==> config.mk <==
export PLATFORM = sky130hd
export DESIGN_NAME = operand_fetch
export DESIGN_NICKNAME = d
export VERILOG_FILES = /design/src/rtl/cpu_pkg.sv /design/src/rtl/reg_scoreboard.sv /design/src/rtl/operand_fetch.sv
export SDC_FILE = /design/constraint.sdc
export NUM_CORES = 1
export LEC_CHECK = 0
export ABC_CLOCK_PERIOD_IN_PS = 11600
export CORE_ASPECT_RATIO = 1.4
export CORE_MARGIN = 2
export CORE_UTILIZATION = 54
export DETAILED_ROUTE_END_ITERATION = 8
export PLACE_DENSITY = 0.95
export SYNTH_ARGS = -nofsm -noshare
export SYNTH_HDL_FRONTEND = slang
export SYNTH_SLANG_ARGS = --single-unit
==> constraint.sdc <==
create_clock -name clk -period 11.6 [get_ports clk]
set_input_delay 1.74 -clock clk [delete_from_list [all_inputs] [get_ports clk]]
set_output_delay 1.74 -clock clk [all_outputs]
set_load 0.03 [all_outputs]
==> src/rtl/cpu_pkg.sv <==
// Shared integer-core constants: data width, register index width and count,
// and the hardwired-zero register index.
package cpu_pkg;
  localparam int XLEN   = 32;
  localparam int REG_AW = 5;
  localparam int NREG   = 32;
  localparam logic [REG_AW-1:0] REG_X0 = '0;
endpackage

==> src/rtl/reg_scoreboard.sv <==
// Per-register pending-write counters for the decode stage.
// Tracks writes in flight and answers the RAW-hazard and saturation queries.
// Sets a sticky error on a writeback to a register with no pending write.
// Optional feature: OPFETCH_WB_BYPASS_EN. When it is defined, a count of one that
// is being retired this cycle is not treated as a hazard, because the writeback
// bypass in the operand resolve supplies the value.
module reg_scoreboard
  import cpu_pkg::*;
#(
  parameter int CNT_W = 2
) (
  input  logic              clk,
  input  logic              rst,
  input  logic              use1,
  input  logic [REG_AW-1:0] rs1,
  input  logic              use2,
  input  logic [REG_AW-1:0] rs2,
  input  logic              rd_we,
  input  logic [REG_AW-1:0] rd,
  input  logic              inc,
  input  logic              wb_we,
  input  logic [REG_AW-1:0] wb_wa,
  output logic              hazard1,
  output logic              hazard2,
  output logic              sat,
  output logic              sb_err
);
  localparam logic [CNT_W-1:0] CNT_MAX = '1;
  localparam logic [CNT_W-1:0] CNT_ONE = CNT_W'(1);

  logic [CNT_W-1:0] pend [NREG];
  logic [NREG-1:0]  inc_vec, dec_vec;
  logic [CNT_W-1:0] p1, p2, pd, pw;
  logic             byp1, byp2, err_now;

  assign p1 = pend[rs1];
  assign p2 = pend[rs2];
  assign pd = pend[rd];
  assign pw = pend[wb_wa];

  // A count of one about to be retired by the writeback is covered by the bypass.
`ifdef OPFETCH_WB_BYPASS_EN
  assign byp1 = (p1 == CNT_ONE) && wb_we && (wb_wa == rs1);
  assign byp2 = (p2 == CNT_ONE) && wb_we && (wb_wa == rs2);
`else
  assign byp1 = 1'b0;
  assign byp2 = 1'b0;
`endif

  assign hazard1 = use1 && (rs1 != REG_X0) && (p1 != '0) && !byp1;
  assign hazard2 = use2 && (rs2 != REG_X0) && (p2 != '0) && !byp2;
  // A full counter may still take a new write if one retires in the same cycle.
  assign sat     = rd_we && (rd != REG_X0) && (pd == CNT_MAX) && !(wb_we && (wb_wa == rd));
  assign err_now = wb_we && (wb_wa != REG_X0) && (pw == '0);

  // Decode per-register increment/decrement requests; x0 never counts.
  always_comb begin
    inc_vec = '0;
    dec_vec = '0;
    for (int r = 1; r < NREG; r++) begin
      inc_vec[r] = inc && rd_we && (rd == REG_AW'(r));
      dec_vec[r] = wb_we && (wb_wa == REG_AW'(r)) && (pend[r] != '0);
    end
  end

  // Counter update: simultaneous inc and dec on one register cancel out.
  always_ff @(posedge clk or posedge rst) begin
    if (rst) begin
      for (int r = 0; r < NREG; r++) pend[r] <= '0;
      sb_err <= 1'b0;
    end else begin
      pend[0] <= '0;
      for (int r = 1; r < NREG; r++) begin
        if (inc_vec[r] && !dec_vec[r])      pend[r] <= pend[r] + CNT_ONE;
        else if (dec_vec[r] && !inc_vec[r]) pend[r] <= pend[r] - CNT_ONE;
      end
      if (err_now) sb_err <= 1'b1;
    end
  end
endmodule

==> src/rtl/operand_fetch.sv <==
// Decode-stage register file read side: read addressing, operand resolve,
// RAW-hazard stall via the pending-write scoreboard, and the ID/EX register.
// Optional feature: OPFETCH_WB_BYPASS_EN enables the same-cycle writeback bypass.
// Without it, operands always come from the register file, and a dependent
// instruction waits until its source has no pending write.
module operand_fetch
  import cpu_pkg::*;
#(
  parameter int CNT_W = 2
) (
  input  logic              clk,
  input  logic              rst,
  input  logic              id_valid,
  output logic              id_ready,
  input  logic [REG_AW-1:0] id_rs1,
  input  logic [REG_AW-1:0] id_rs2,
  input  logic              id_use_rs1,
  input  logic              id_use_rs2,
  input  logic [REG_AW-1:0] id_rd,
  input  logic              id_rd_we,
  output logic [REG_AW-1:0] ra1,
  output logic [REG_AW-1:0] ra2,
  input  logic [XLEN-1:0]   rd1,
  input  logic [XLEN-1:0]   rd2,
  input  logic              wb_we,
  input  logic [REG_AW-1:0] wb_wa,
  input  logic [XLEN-1:0]   wb_wd,
  output logic              ex_valid,
  input  logic              ex_ready,
  output logic [XLEN-1:0]   ex_op1,
  output logic [XLEN-1:0]   ex_op2,
  output logic [REG_AW-1:0] ex_rd,
  output logic              ex_rd_we,
  output logic              sb_err
);
  logic            hazard1, hazard2, sat, fire;
  logic [XLEN-1:0] op1, op2;

  assign ra1 = id_rs1;
  assign ra2 = id_rs2;

  reg_scoreboard #(.CNT_W(CNT_W)) u_sb (
    .clk     (clk),
    .rst     (rst),
    .use1    (id_use_rs1),
    .rs1     (id_rs1),
    .use2    (id_use_rs2),
    .rs2     (id_rs2),
    .rd_we   (id_rd_we),
    .rd      (id_rd),
    .inc     (fire),
    .wb_we   (wb_we),
    .wb_wa   (wb_wa),
    .hazard1 (hazard1),
    .hazard2 (hazard2),
    .sat     (sat),
    .sb_err  (sb_err)
  );

  assign id_ready = !hazard1 && !hazard2 && !sat && (!ex_valid || ex_ready);
  assign fire     = id_valid && id_ready;

  // Operand resolve: x0 reads zero; the register file does not forward its own write.
  always_comb begin
    op1 = rd1;
    op2 = rd2;
`ifdef OPFETCH_WB_BYPASS_EN
    if (wb_we && (wb_wa == id_rs1)) op1 = wb_wd;
    if (wb_we && (wb_wa == id_rs2)) op2 = wb_wd;
`endif
    if (id_rs1 == REG_X0) op1 = '0;
    if (id_rs2 == REG_X0) op2 = '0;
  end

  // ID/EX register: load on fire, drain on ex_ready, hold under back-pressure.
  always_ff @(posedge clk or posedge rst) begin
    if (rst) begin
      ex_valid <= 1'b0;
      ex_op1   <= '0;
      ex_op2   <= '0;
      ex_rd    <= '0;
      ex_rd_we <= 1'b0;
    end else if (fire) begin
      ex_valid <= 1'b1;
      ex_op1   <= op1;
      ex_op2   <= op2;
      ex_rd    <= id_rd;
      ex_rd_we <= id_rd_we;
    end else if (ex_ready) begin
      ex_valid <= 1'b0;
    end
  end
endmodule

# Yosys cells after proc, flatten, opt, wreduce, memory -nomap -nowiden
# Cells that the tools add are included.
# W data, S select, Z words.
word_totals:
  register_bits: 134
  out_inout_bits: 83
op_classes:
  add_sub_neg: 62
  n_lt_le_gt_ge: 4
  eq_ne: 64
  mux: 78
  bitwise_logic: 4
  reduce_logical: 310
op_table:
  columns: ["cell", "n"]
  rows:
  - ["$logic_and A1 B1 Y1", 170]
  - ["$eq A5 B5 Y1 const B", 32]
  - ["$mux W2", 70]
  - ["$reduce_bool A2 Y1", 65]
  - ["$eq A5 B4 Y1 const B", 16]
  - ["$logic_not A1 Y1", 67]
  - ["$mux W32", 2]
  - ["$add A2 B1 Y2 const B", 31]
  - ["$sub A2 B1 Y2 const B", 31]
  - ["$bmux W2 S5", 4]
  - ["$eq A5 B3 Y1 const B", 8]
  - ["$ge A6 B6 Y1 const B", 4]
  - ["$not A5 Y6", 4]
  - ["$eq A5 B2 Y1 const B", 4]
  - ["$reduce_bool A5 Y1", 4]
  - ["$eq A5 B1 Y1 const B", 2]
  - ["$logic_not A5 Y1", 2]
  - ["$eq A5 B5 Y1", 1]
  - ["$eq A2 B2 Y1 const B", 1]
  - ["$logic_not A2 Y1", 1]
  - ["$mux W1", 2]
  - ["$logic_or A1 B1 Y1", 1]

# Longest topological paths before layout
depth:
  ltp_word: 17
  ltp_mapped: 15

# By module
# From an unflattened synthesis, not the netlist that was laid out.
hier_totals:
  cells_unflattened: 768
  area_unflattened_um2: 8106.5
modules_own_cells:
  columns: ["mod", "n_inst", "cells_each", "area_each_um2", "seq_area_each_um2"]
  rows:
  - ["reg_scoreboard", 1, 508, 4913.5, 1576.5]
  - ["operand_fetch", 1, 260, 3193.1, 1776.7]

# Worst setup path after synthesis
# Ideal clock, no wire load.
synth_timing:
  kind: "input port to output port"
  startpoint: "in id_rd[1]"
  endpoint: "out id_ready"
  arrival_ps: 3574
  path_slack_ps: 6286
  cell_stages: 7
  path_cell_list: "buf_2 buf_2 clkbuf_1 o211ai_1 a31oi_1 a31o_2 nor3b_1"
synth_between:
  elab_chain_cells: 10
  word_cells_on_any_way: 15
  cone_classes: "eq/ne (2); mux (3); bitwise (1); reduce/logical (9)"
synth_rtl:
  columns: ["element", "line", "text"]
  rows:
  - ["start, declared", "operand_fetch.sv:19", "input logic [REG_AW-1:0] id_rd,"]
  - ["$not A5 Y6 (implied by the code)", "reg_scoreboard.sv:38", "assign pd = pend[rd];"]
  - ["$bmux W2 S5", "reg_scoreboard.sv:38", null]
  - ["$mux W2 (implied by the code) (2 in a row)", "reg_scoreboard.sv:38", null]
  - ["$eq A2 B2 Y1", "reg_scoreboard.sv:53", "assign sat = rd_we && (rd != REG_X0) && (pd == CNT_MAX) && !(wb_we && (wb_wa == rd));"]
  - ["$logic_and A1 B1 Y1", "reg_scoreboard.sv:53", null]
  - ["$logic_and A1 B1 Y1 (*)", "reg_scoreboard.sv:53", null]
  - ["$logic_not A1 Y1 (*)", "operand_fetch.sv:60", "assign id_ready = !hazard1 && !hazard2 && !sat && (!ex_valid || ex_ready);"]
  - ["$logic_and A1 B1 Y1 (*) (2 in a row)", "operand_fetch.sv:60", null]
  - ["end, declared", "operand_fetch.sv:14", "output logic id_ready,"]
# Mark *: on every way between the ends. The rest lies on a longest branch, timed or not. The select of a mux whose other input is x is not followed.

# Worst setup path in the final report
layout_timing:
  startpoint: "in id_rs2[2]"
  endpoint: "out id_ready"
layout_between:
  elab_chain_cells: 10
  word_cells_on_any_way: 12
  cone_classes: "mux (3); bitwise (1); reduce/logical (8)"
layout_rtl:
  columns: ["element", "line", "text"]
  rows:
  - ["start, declared", "operand_fetch.sv:16", "input logic [REG_AW-1:0] id_rs2,"]
  - ["$not A5 Y6 (implied by the code)", "reg_scoreboard.sv:37", "assign p2 = pend[rs2];"]
  - ["$bmux W2 S5", "reg_scoreboard.sv:37", null]
  - ["$mux W2 (implied by the code) (2 in a row)", "reg_scoreboard.sv:37", null]
  - ["$reduce_bool A2 Y1", "reg_scoreboard.sv:51", "assign hazard2 = use2 && (rs2 != REG_X0) && (p2 != '0) && !byp2;"]
  - ["$logic_and A1 B1 Y1 (*)", "reg_scoreboard.sv:51", null]
  - ["$logic_not A1 Y1 (*)", "operand_fetch.sv:60", null]
  - ["$logic_and A1 B1 Y1 (*) (3 in a row)", "operand_fetch.sv:60", null]
# Marks and branches as above.

==> qor_table.md <==
| Group | Metric | Reported |
|---|---|---|
| sta | Maximum achievable frequency | 0.146 GHz |
| synthesis | Commonest register cell after synthesis | sky130_fd_sc_hd__dfrtp_1 |
| setup path | Cells on worst reg2reg path | 8 |
| sta | Tightest slew margin relative to the limit | 9.92% |
| layout | Layout Cell Area excl Fill | 10600 µm² |
| setup path | Critical Path Source Type | input port |
| synthesis | Number of distinct library cells after synthesis | 60 |
| floorplanning | Core box area | 15100 µm² |
| setup path | Crit. End Element | primary output |
| clock tree | Clock buffers created by TritonCTS | 17 |
| setup path | Req. time, crit path | 9.86 ns |
| synthesis | Cell types with the largest area share after synthesis | sky130_fd_sc_hd__dfrtp_1, sky130_fd_sc_hd__mux2i_1, sky130_fd_sc_hd__xor2_1, sky130_fd_sc_hd__ha_1, sky130_fd_sc_hd__nand2_1 |
| setup path | Crit. Startpoint | id_rs2[2] |
| clock tree | Buffer depth of the longest clock path | 2 |
| clock tree | TritonCTS sink count | 134 |
| synthesis | Fraction of registers with async set/reset | 100% |
| min path | Start point of the worst hold path | u_sb.sb_err$_DFFE_PP0P_ |
| global route | Antenna violations before repair | 0 |
| sta | Final min period | 6.87 ns |
| pwr | Portion of total power attributed to sequential cells | 34.7% |
| setup path | Peak per-stage delay on the critical path | 0.70 ns |
| synthesis | Number of enable-type register cells in the synthesized netlist | 0 |
| sta | Final Cycle Share | 59.2% |
| pwr | Internal power | 0.00155 W |
| floorplanning | Placement row count | 53 |
| synthesis | Area of the mapped netlist | 8390 µm² |
| setup path | Cell at the slowest stage of the critical path | sky130_fd_sc_hd__nand2_1 |
| clock tree | H-tree depth | 4 |
| place | Post-Place Cell Area | 10000 µm² |
| setup path | Cell class contributing the biggest share of worst-path delay | buffers and inverters |
| global route | Wire length of the first global-routing pass | 35800 µm |
| synthesis | Synth Warn # | 0 |
| setup path | Cell-by-cell listing of the critical path | clkdlybuf4s50_1, nor4_1, nand2_1, o311ai_0, a211o_1, o221ai_1, nor3b_1, clkdlybuf4s50_1 |
| floorplanning | Area of the die | 16600 µm² |
| sta | Setup TNS Final | 0 ns |
| synthesis | Proportion of netlist area held by the largest area contributor | 40.0% |
| synthesis | FF+latch count, synth | 134 |
| global route | Largest net degree at the start of global routing | 71 |
| synthesis | Post-synth top area cell | sky130_fd_sc_hd__dfrtp_1 |
| setup path | Buffers & Inverters on Critical Path | 2 |
| sta | Post-route clock skew | 0.0109 ns |
| place | Routability cong. | 0.949 |
| clock tree | Post-CTS Setup Repair Bufs | 0 |
| place | PortBufs | 174 |
| global route | Leftover overflow at the end of global routing | 0 |
| setup path | Arrival time of the worst setup path | 5.13 ns |
| setup path | Reg2reg end | ex_op1[13]$_DFFE_PP0P_ |
| setup path | Critical R2R Launch | u_sb.pend[34]$_DFFE_PP0P_ |
| clock tree | Clock insertion delay at the later pin of the skew report | 0.42 ns |
| sta | Unrepaired setup endpoints after global routing | false |
| min path | Kind of path behind the tightest hold check | flop to flop |
| floorplanning | IO Count | 207 |
| sta | Final count of hold timing violations | 0 |
| min path | Worst hold path cell count | 1 |
| clock tree | Clock transition at the registers of the reported paths | 0.06 ns |
| place | Half-perimeter wire length of the detailed placement result | 16200 µm |
| synthesis | Gate count of the mapped netlist | 855 |
| routing | First-pass detailed-route iteration total | 6 |
| synthesis | Mapped Nets | 1010 |
| min path | Worst Hold End | u_sb.sb_err$_DFFE_PP0P_ |
| routing | Violation count after the first detailed-routing iteration | 637 |
| global route | Number of global-route vias before repair | 7168 |
| setup path | Maximum fanout along the worst path | 33 |
| global route | Gr usage total | 28.2% |
| clock tree | Clock tree from TritonCTS | yes |
| floorplanning | Die boundary height | 151 µm |
| pwr | Power per Cell Area | 249 nW/µm² |
| clock tree | Count of instances resized after the clock tree is built | 0 |
| synthesis | Post-Synthesis Mean Instance Area | 9.81 µm² |
| floorplanning | Effective utilization at floorplan | 55.5% |
| pwr | Switching portion of total power | 41.1% |
| pwr | Logic pwr share | 44.4% |
| setup path | Flop-to-flop setup slack | 7.78 ns |
| routing | Aggregate routed wire length | 22900 µm |
| outcome | Status | finished, final reports clean |
| pwr | Standby leakage power | 4.99 nW |
| layout | Net total in the final layout | 1145 |
| routing | Mean routed wirelength per cell | 19.2 µm |
| sta | Final Max Tran Viols | 0 |
| setup path | Critical setup path kind | input port to primary output |
| clock tree | CTS Root Buffer Type | sky130_fd_sc_hd__clkbuf_16 |
| pwr | Portion of total power attributed to the clock network | 20.9% |
| pwr | NetSw | 0.00108 W |
| pwr | VDD IR max | 0.000154 V |
| layout | Antenna diode count | 0 |
| sta | Slew of the pin with the lowest slew margin | 1.35 ns |
| sta | Setup-failing EPs final | 0 |
| setup path | Cell repeated most along the worst path | sky130_fd_sc_hd__clkdlybuf4s50_1 |
| routing | Via total after detailed routing | 7085 |
| routing | DRC violations left | 0 |
| floorplanning | Die span in x | 109 µm |
| clock tree | Total of hold buffers inserted after clock tree synthesis | 0 |
| routing | Number of nets with antenna violations after routing | 0 |
| synthesis | Register area share after synthesis | 40.0% |
| layout | Area growth from synthesis to layout | 26.2% |
| layout | Share of layout cells above drive strength 1 | 6.29% |
| routing | DR vias/cell | 5.93 |
| job | Number of max-cap violations | 0 |
[through the flow]
stage	utilization, %	hold WS (ns)	power [W]	worst slack [ns]	std cells
final	70.0	0.465	0.00264	4.73	1194
after global routing	70.0	0.489	0.00277	4.47	1194
after CTS	70.0	0.467	0.00264	4.72	1194
after detailed placement	66.1	0.452	0.00208	4.73	1163
after global placement	66.1	0.451	0.00203	4.69	1163
after floorplan	-	0.459	0.00165	6.28	855
[sequential cells by signal (all words and copies together), names as in the netlist]
register and cells:
ex_rd_we 1, ex_op1 32, ex_op2 32, ex_rd 5
ex_valid 1, u_sb.sb_err 1, u_sb.pend 62
[power groups by stage]
| stage | clock [W] | combinational, W | sequential, W |
|---|---|---|---|
| floorplan | 0 | 0.000534 | 0.00111 |
| CTS | 0.000560 | 0.00117 | 0.000909 |
| global placement | 0 | 0.00113 | 0.000897 |
| finish | 0.000551 | 0.00117 | 0.000915 |
| detailed placement | 0 | 0.00117 | 0.000912 |
| global route | 0.000581 | 0.00125 | 0.000940 |
[cell usage after synthesis, types with 8 or more instances]
| cell | instances |
|---|---|
| sky130_fd_sc_hd__and4_1 | 8 |
| sky130_fd_sc_hd__and4b_1 | 8 |
| sky130_fd_sc_hd__clkbuf_1 | 32 |
| sky130_fd_sc_hd__a211oi_1 | 8 |
| sky130_fd_sc_hd__o21ai_0 | 11 |
| sky130_fd_sc_hd__nor3_1 | 23 |
| sky130_fd_sc_hd__ha_1 | 31 |
| sky130_fd_sc_hd__dfrtp_1 | 134 |
| sky130_fd_sc_hd__and3_1 | 14 |
| sky130_fd_sc_hd__a21oi_1 | 14 |
| sky130_fd_sc_hd__buf_4 | 10 |
| sky130_fd_sc_hd__xnor2_1 | 32 |
| sky130_fd_sc_hd__nand2_1 | 85 |
| sky130_fd_sc_hd__inv_1 | 71 |
| sky130_fd_sc_hd__nand3_1 | 16 |
| sky130_fd_sc_hd__mux2i_1 | 68 |
| sky130_fd_sc_hd__mux4_2 | 13 |
| sky130_fd_sc_hd__nand3b_1 | 33 |
| sky130_fd_sc_hd__nor2_1 | 73 |
| sky130_fd_sc_hd__xor2_1 | 66 |
[worst register-to-register path, stage by stage, from the launching register on]
cell	delay, ns
sky130_fd_sc_hd__dfrtp_1	0.43
sky130_fd_sc_hd__nor2_1	0.28
sky130_fd_sc_hd__mux4_2	0.30
sky130_fd_sc_hd__mux2i_1	0.09
sky130_fd_sc_hd__a221oi_1	0.34
sky130_fd_sc_hd__o221ai_1	0.26
sky130_fd_sc_hd__and4bb_4	0.81
sky130_fd_sc_hd__buf_4	0.85
sky130_fd_sc_hd__mux2i_1	0.36
[per-layer routing]
layer / global-route usage (%) / wire length, µm
met1: 32.8 / 8230
met2: 47.6 / 11200
met3: 5.73 / 2230
met4: 16.5 / 1210
met5: 0 / 0
[cells in the final DEF (no fill, tap or decap), types with 8 or more instances in the layout]
master                            instances
sky130_fd_sc_hd__clkdlybuf4s50_1        174
sky130_fd_sc_hd__dfrtp_1                134
sky130_fd_sc_hd__nand2_1                 85
sky130_fd_sc_hd__nor2_1                  73
sky130_fd_sc_hd__inv_1                   70
sky130_fd_sc_hd__mux2i_1                 68
sky130_fd_sc_hd__xor2_1                  66
sky130_fd_sc_hd__nand3b_1                33
sky130_fd_sc_hd__xnor2_1                 32
sky130_fd_sc_hd__ha_1                    31
sky130_fd_sc_hd__nor3_1                  23
sky130_fd_sc_hd__clkbuf_16               17
sky130_fd_sc_hd__nand3_1                 16
sky130_fd_sc_hd__a21oi_1                 14
sky130_fd_sc_hd__and3_1                  14
sky130_fd_sc_hd__mux4_2                  13
sky130_fd_sc_hd__o21ai_0                 11
sky130_fd_sc_hd__a211oi_1                 8
sky130_fd_sc_hd__and4b_1                  8
sky130_fd_sc_hd__and4_1                   8
[cell families after synthesis]
group,Yosys count,share of synthesized area (%)
xor gates and xnor gates,98,10.2
muxes,88,12.6
buffers and inverters,136,8.25
adders and majority gates,31,4.62
AOI/OAI and AO/OA,73,6.13
and+or+nand+nor,295,18.2
DFF,134,40.0
[how the worst max path moves through the flow]
| stage | endpoint | depth (start not counted) | slack (ns) |
|---|---|---|---|
| 2_1_floorplan | ex_op1[0]$_DFFE_PP0P_ | 1 | 6.28 |
| 3_3_place_gp | id_ready | 8 | 4.69 |
| 3_5_place_dp | id_ready | 9 | 4.73 |
| 4_1_cts | id_ready | 9 | 4.72 |
| 5_1_grt | id_ready | 8 | 4.47 |
| 6_report | id_ready | 8 | 4.73 |
[layout make-up]
type	count	area, µm²
Clock buffer	17	425
Clock inverter	14	165
Multi-Input combinational cell	585	4340
Inverter	72	273
Sequential cell	134	3350
Tap cell	192	240
Fill cell	1124	4530
Timing Repair Buffer	180	1790
No activity file was read; power rests on OpenSTA's default activity.
